--- src/rtl/line_buffer_ctrl.sv ---
// Line-buffer write/read address controller with ping-pong banks and frame/line tracking.
// Optional macro LB_CTRL_LINE_ERR_EN enables the sticky line-overflow flag on o_err.
module line_buffer_ctrl #(
  parameter int X_CNT_WIDTH = 13,
  parameter int Y_CNT_WIDTH = 12,
  parameter int LINE_MAX    = 1920
) (
  input  logic                   i_pclk,
  input  logic                   i_srst,
  input  logic                   i_vsync,
  input  logic                   i_hsync,
  input  logic                   i_de,
  input  logic                   i_valid,
  output logic                   o_wr_en,
  output logic [X_CNT_WIDTH:0]   o_wr_addr,
  output logic [X_CNT_WIDTH:0]   o_rd_addr,
  output logic [X_CNT_WIDTH-1:0] o_x,
  output logic [Y_CNT_WIDTH-1:0] o_y,
  output logic                   o_line_valid,
  output logic                   o_frame_start,
  output logic                   o_line_end,
  output logic [X_CNT_WIDTH:0]   o_line_len,
  output logic                   o_err
);

  typedef enum logic [1:0] {
    IDLE  = 2'd0,
    SYNC  = 2'd1,
    LINE  = 2'd2,
    BLANK = 2'd3
  } state_t;

  localparam logic [X_CNT_WIDTH:0] LMAX = (X_CNT_WIDTH+1)'(LINE_MAX);

  state_t                 state_q, state_d;
  logic                   vs_d, hs_d, de_d;
  logic                   bank;
  // One extra bit so a line of exactly 2^X_CNT_WIDTH pixels can be counted.
  logic [X_CNT_WIDTH:0]   x;
  logic [Y_CNT_WIDTH-1:0] y;

  logic vs_rise, de_fall, active, wr;
  logic unused_hs;

  assign vs_rise   = i_vsync & ~vs_d;
  assign de_fall   = ~i_de & de_d;
  assign active    = (state_q != IDLE);
  assign wr        = active & i_valid & (x < LMAX);
  assign unused_hs = hs_d;

  assign o_x = x[X_CNT_WIDTH-1:0];
  assign o_y = y;

  always_ff @(posedge i_pclk) begin
    if (i_srst) state_q <= IDLE;
    else        state_q <= state_d;
  end

  always_comb begin
    state_d = state_q;
    case (state_q)
      IDLE:  if (vs_rise) state_d = SYNC;
      SYNC:  if (vs_rise) state_d = SYNC;
             else if (i_de) state_d = LINE;
      LINE:  if (vs_rise) state_d = SYNC;
             else if (de_fall) state_d = BLANK;
      BLANK: if (vs_rise) state_d = SYNC;
             else if (i_de) state_d = LINE;
      default: state_d = IDLE;
    endcase
  end

  always_ff @(posedge i_pclk) begin
    if (i_srst) begin
      vs_d          <= 1'b0;
      hs_d          <= 1'b0;
      de_d          <= 1'b0;
      bank          <= 1'b0;
      x             <= '0;
      y             <= '0;
      o_wr_en       <= 1'b0;
      o_wr_addr     <= '0;
      o_rd_addr     <= {1'b1, {X_CNT_WIDTH{1'b0}}};
      o_line_valid  <= 1'b0;
      o_frame_start <= 1'b0;
      o_line_end    <= 1'b0;
      o_line_len    <= '0;
    end else begin
      vs_d          <= i_vsync;
      hs_d          <= i_hsync;
      de_d          <= i_de;
      o_frame_start <= 1'b0;
      o_line_end    <= 1'b0;
      o_wr_en       <= wr;
      o_wr_addr     <= {bank, x[X_CNT_WIDTH-1:0]};
      o_rd_addr     <= {~bank, x[X_CNT_WIDTH-1:0]};
      // vs_rise outranks a coincident de_fall: the partial line is discarded.
      if (vs_rise) begin
        x             <= '0;
        y             <= '0;
        bank          <= 1'b0;
        o_line_valid  <= 1'b0;
        o_frame_start <= 1'b1;
      end else if (active && de_fall) begin
        o_line_len   <= x;
        x            <= '0;
        bank         <= ~bank;
        if (y != '1) y <= y + 1'b1;
        o_line_valid <= 1'b1;
        o_line_end   <= 1'b1;
      end else if (wr) begin
        x <= x + 1'b1;
      end
    end
  end

`ifdef LB_CTRL_LINE_ERR_EN
  always_ff @(posedge i_pclk) begin
    if (i_srst)                             o_err <= 1'b0;
    else if (vs_rise)                       o_err <= 1'b0;
    else if (active && i_valid && x == LMAX) o_err <= 1'b1;
  end
`else
  assign o_err = 1'b0;
`endif

endmodule

--- config.mk ---
export PLATFORM = sky130hd
export DESIGN_NAME = line_buffer_ctrl
export DESIGN_NICKNAME = d
export VERILOG_FILES = /design/src/rtl/line_buffer_ctrl.sv
export SDC_FILE = /design/constraint.sdc
export NUM_CORES = 1
export LEC_CHECK = 0
export CAP_MARGIN = 20
export CORE_MARGIN = 3
export CORE_UTILIZATION = 35
export CTS_CLUSTER_DIAMETER = 100
export DETAILED_ROUTE_END_ITERATION = 8
export DONT_BUFFER_PORTS = 1
export SETUP_SLACK_MARGIN = 0.2
export SYNTH_ARGS = -nofsm -noshare
export SYNTH_HDL_FRONTEND = slang
export SYNTH_SLANG_ARGS = --single-unit
--- constraint.sdc ---
create_clock -name i_pclk -period 1.84 [get_ports i_pclk]
set_input_delay 0.368 -clock i_pclk [delete_from_list [all_inputs] [get_ports i_pclk]]
set_output_delay 0.368 -clock i_pclk [all_outputs]
set_load 0.03 [all_outputs]
# Word level (Yosys, flattened, before mapping)
# Cells that the tools add are included.
dict set report totals {
  register_bits 77
  latch_bits 0
  ram_bits 0
  rom_bits 0
  input_bits 6
  output_inout_bits 72
  elab_cells 48
  mem_count 0
}
dict set report op_classes {
  n_addsub 2
  mul 0
  n_div 0
  order_cmp 1
  eq_ne 7
  shifts 0
  mux 8
  bitwise_logic 8
  n_reduce_logical 9
}
# operator count
set op_table {}
lappend op_table {{$add A14 B1 Y14 const B} 1}
lappend op_table {{$lt A14 B11 Y1 const B} 1}
lappend op_table {{$add A12 B1 Y12 const B} 1}
lappend op_table {{$ne A12 B12 Y1 const B} 1}
lappend op_table {{$mux W2} 5}
lappend op_table {{$pmux W2 S3} 1}
lappend op_table {{$and A1 B1 Y1} 4}
lappend op_table {{$eq A2 B2 Y1 const B} 2}
lappend op_table {{$not A1 Y1} 4}
lappend op_table {{$reduce_and A2 Y1} 2}
lappend op_table {{$reduce_or A2 Y1} 2}
lappend op_table {{$ne A3 B1 Y1 const B} 1}
lappend op_table {{$ne A3 B3 Y1 const B} 1}
lappend op_table {{$reduce_and A3 Y1} 1}
lappend op_table {{$reduce_or A3 Y1} 1}
lappend op_table {{$eq A2 B1 Y1 const B} 1}
lappend op_table {{$logic_not A2 Y1} 1}
lappend op_table {{$mux W1} 2}
lappend op_table {{$ne A2 B2 Y1 const B} 1}
lappend op_table {{$reduce_bool A2 Y1} 1}
lappend op_table {{$logic_and A1 B1 Y1} 1}

# Longest topological paths before layout
dict set report logic_depth {
  ltp_word 5
  mapped_depth 6
  mapped_depth_nobuf 5
}

# Worst setup path after synthesis
# Ideal clock, no wire load.
dict set report synth_timing {
  path_kind {register to register}
  from {register y[0] (netlist: o_y[0])}
  to {register y[10] (netlist: o_y[10])}
  setup_time_ns 0.131
  arrival_time_ns 1.772
  required_time_ns 1.709
  path_slack_ns -0.063
  path_stages_with_launch 6
  synth_period_minus_slack_ns 1.903
  cell_sequence {dfxtp_1 ha_1 nand4_1 nor4_1 nor4bb_1 nor3_1}
}
dict set report synth_between {
  elab_chain_cells 2
  elab_cells_between_ends 3
  classes_between {add/sub: 1; eq/ne: 1; reduce/logical: 1}
}
# element line_no
set synth_rtl {}
lappend synth_rtl {{start, declared} 40} ;# logic [Y_CNT_WIDTH-1:0] y;
lappend synth_rtl {{start signal, assigned} 108} ;# if (y != '1) y <= y + 1'b1;
lappend synth_rtl {{branches (longest 2 deep; another with $add A12 B1 Y12)} -}
# Several ways; the timed one is not identified.
# A chain may end at the register's enable or synchronous reset.

# Final worst setup path
dict set report layout_timing {
  from {register x[11]}
  to {register x[9]}
}
dict set report layout_between {
  elab_chain_cells 2
}
# element line_no
set layout_rtl {}
lappend layout_rtl {{start, declared} 39} ;# logic [X_CNT_WIDTH:0] x;
lappend layout_rtl {{start signal, assigned} 112} ;# x <= x + 1'b1;
lappend layout_rtl {{$lt A14 B11 Y1} 48} ;# assign wr = active & i_valid & (x < LMAX);
lappend layout_rtl {{$and A1 B1 Y1} 48}
# Every way passes these cells.

==> reports/metrics.yaml <==
run_status:
  status: "complete, no violations"
sta:
  setup_viol: 0
  min_period_ps: 1620
  fmax_mhz: 617
  finalSetupTns_ps: 0
  fin_crit_sh_pct: 88.1
  hold_ws_ps: 101
  max_slew.worst_pin.slew_ps: 588
  maxSlewHeadroom_pct: 60.7
  hold_violations: 0
  timing.final.ws_setup_ps: 220
  final.setup_skew_ps: 5.56
  rsz0062_at_grt: "true"
  drv_slew: 0
clock_tree:
  cts-hold-fix-buffers: 0
  cts_root_buf: "clkbuf_8"
  cts_buffer_depth: 2
  clk_pin_slew_ps: 70
  numCtsBuffers: 9
  cts_tree: "built"
  clock_latency_ps: 340
  htreeDepth: 3
  clkSinkCount: 64
hold_path:
  min_from: "i_srst"
  hold_class: "input port to flop"
  whs_endpoint: "o_wr_addr[2]"
  whs_path_depth: 1
die:
  rows: 30
  die_h_um: 92.3
  die_w_um: 92.3
  start_util_pct: 37.1
  dieArea_um2: 8510
  ios: 78
  core_area_um2: 7020
drt:
  drt-pass1-iter-count: 4
  drc: 0
  wire_per_inst_um: 14.7
  ant_nets: 0
  detail_route.wirelength_mm: 6.00
  viasPerCell: 5.12
  via_count: 2085
  first_iter_violations: 66
placed_design:
  globalplace.congestion: 0.785
  pre_cts_slack_ps: 145
  portBuffers: 0
  hpwlAfterDp_mm: 4.08
power_and_ir_drop:
  clockPowerShare_pct: 46.4
  swShare_pct: 21.0
  power.switching_mw: 0.589
  p_seq_share_pct: 50.3
  power.density_nw_per_um2: 905
  peakVddDrop_v: 0.000677
  p_comb_share_pct: 3.3
  power.leakage_nw: 1.15
  p_int_mw: 2.21
logic_synthesis:
  yosys_warnings: 0
  synth.net_count: 301
  synth_area_per_cell_um2: 8.89
  netlist_area_um2: 2600
  synth_cell_type_count: 43
  synthCells: 293
  ys_ff_latch: 64
  ys_seq_area_share_pct: 49.2
run:
  drv_cap: 0
finish:
  num_antenna_cells: 0
  num-fill-cells: 720
  fin_util_pct: 44.1
  area_growth_syn_to_layout_pct: 18.8
  drive_gt1_share_pct: 25.7
  final_nets: 316
global_routing:
  grt_usage_pct: 14.7
  antenna_found_initial: 0
  grt_pass1_vias: 1983
  grt_max_degree: 38
  grt_pass1_wl_mm: 9.91
  overflow: 0
worst_setup_path:
  required_ps: 2110
  slowest_stage: "or4_1"
  cp-start-kind: "flop"
  cp_cell_sequence: "nor4b_4, nand4_1, buf_6, or4_1, a21oi_1"
  path_max_fanout: 10
  worstSetupEndpointType: "flop"
  reg2reg_to: "x[9]"
  crit_type: "flop to flop"
  reg2reg_from: "x[11]"
  rrSetupSlack_ps: 220
  r2r_cells: 5
  cp.arrival_ps: 1890
  cp_slowest_stage_delay_ps: 490
## final cells by class
class | instances | area, um^2 | area share, %
tap | 96 | 120 | 3.88
clock buffer | 10 | 138 | 4.45
clock inverter | 4 | 70.1 | 2.26
timing repair buffer | 45 | 339 | 11.0
inverter | 4 | 15.0 | 0.485
multi-input combinational | 184 | 1130 | 36.4
sequential | 64 | 1290 | 41.6
## layer usage
| layer | routed length (um) | global-route usage, % |
|---|---|---|
| met2 | 2940 | 23.5 |
| met5 | 0 | 0 |
| met4 | 54 | 4.95 |
| met1 | 2450 | 16.8 |
| met3 | 550 | 7.88 |
## logic make-up (layout without fill, tap and decap cells)
family / Yosys count / in the layout / synth area share (%)
muxes: 3 / 3 / 1.20
adders and majority gates: 2 / 2 / 0.960
AOI/OAI and AO/OA: 53 / 53 / 12.4
xor gates and xnor gates: 2 / 2 / 0.673
and+or+nand+nor: 123 / 123 / 24.4
other: 1 / 1 / 0.144
DFF: 64 / 64 / 49.2
buffers and inverters: 45 / 63 / 11.0
## worst max-delay path by stage
stage	startpoint	end	slack (ps)
2_1_floorplan	o_y[5]	o_y[10]	200
3_3_place_gp	x[11]	x[9]	140
3_5_place_dp	x[11]	x[5]	140
4_1_cts	x[13]	x[5]	170
5_1_grt	x[11]	x[5]	150
6_report	x[11]	x[9]	220
## cell usage in the layout, fill, tap and decap left out, types with 7 or more instances in the layout
| master | instances |
|---|---|
| clkbuf_8 | 10 |
| nor2_1 | 16 |
| buf_4 | 43 |
| nand4_1 | 8 |
| nand3_1 | 7 |
| nand2_1 | 40 |
| a21oi_1 | 23 |
| or4_1 | 7 |
| o21ai_0 | 7 |
| nor2b_1 | 15 |
| dfxtp_1 | 60 |
## flip-flops by register name, indices dropped and copies added, names as in the netlist
| register | count |
|---|---|
| bank | 1 |
| de_d | 1 |
| o_frame_start | 1 |
| o_line_end | 1 |
| o_line_len | 14 |
| o_line_valid | 1 |
| o_rd_addr | 1 |
| o_wr_addr | 14 |
| o_wr_en | 1 |
| o_y | 12 |
| state_q | 2 |
| vs_d | 1 |
| x | 14 |
## synth_stat cells
cell | number | share of area (%)
nor4bb_1 | 1 | 0.38
inv_1 | 4 | 0.58
buf_1 | 2 | 0.29
nand3_1 | 7 | 1.3
a31oi_1 | 4 | 0.96
a21oi_1 | 24 | 4.6
clkbuf_1 | 9 | 1.3
xnor2_1 | 1 | 0.34
nand4_1 | 8 | 1.9
and2_1 | 3 | 0.72
or3_1 | 4 | 0.96
mux2i_1 | 2 | 0.77
buf_6 | 2 | 0.86
ha_1 | 2 | 0.96
o21a_1 | 1 | 0.29
nor4b_2 | 1 | 0.58
nor3_1 | 7 | 1.3
o21ai_0 | 7 | 1.3
and3_1 | 1 | 0.24
buf_2 | 1 | 0.19
mux2_2 | 1 | 0.43
nor2_1 | 16 | 2.3
nand2_1 | 41 | 5.9
or4_1 | 8 | 2.3
or2_1 | 1 | 0.24
or2_2 | 2 | 0.48
nor2b_1 | 16 | 3.8
o311ai_0 | 1 | 0.34
and4_1 | 2 | 0.67
o211ai_1 | 4 | 1.2
o31ai_1 | 5 | 1.4
nor4_1 | 3 | 0.72
a211o_1 | 1 | 0.34
a211oi_1 | 1 | 0.29
xor2_1 | 1 | 0.34
conb_1 | 1 | 0.14
a311oi_1 | 2 | 0.67
buf_4 | 27 | 7.8
o41ai_1 | 1 | 0.34
o31a_1 | 1 | 0.34
a21o_1 | 1 | 0.29
nand2b_1 | 2 | 0.48
dfxtp_1 | 64 | 49
## power by group through the flow
stage	logic, mW	registers [mW]	clock network [mW]
6_report	0.0923	1.41	1.30
2_1_floorplan	0.0717	1.44	0
4_1_cts	0.0893	1.41	1.34
5_1_grt	0.103	1.41	1.39
3_5_place_dp	0.0834	1.44	0
3_3_place_gp	0.0819	1.44	0
## timing repair
item | in CTS | in global routing
hold endpoints to repair | 0 | 0
endpoints found under the setup margin | 5 | 15
pin swaps | 3 | 9
resized for setup | 4 | 15
gates cloned | 0 | 1
setup buffers | 5 | 1
## critical path, delay by kind of cell, from the launching register on
kind,cells,cell delay [ps]
DFF,1,340
AOI/OAI and AO/OA,1,150
and+or+nand+nor,3,910
buffers and inverters,1,160
## per-stage QoR
| step | std cells | power (mW) | area (um^2) |
|---|---|---|---|
| global placement | 386 | 1.52 | 2750 |
| global route | 407 | 2.90 | 3090 |
| detailed placement | 386 | 1.52 | 2750 |
| floorplan | 293 | 1.51 | 2620 |
| CTS | 405 | 2.84 | 3020 |
| finish | 407 | 2.80 | 3090 |
(Power assumes the default switching activity.)
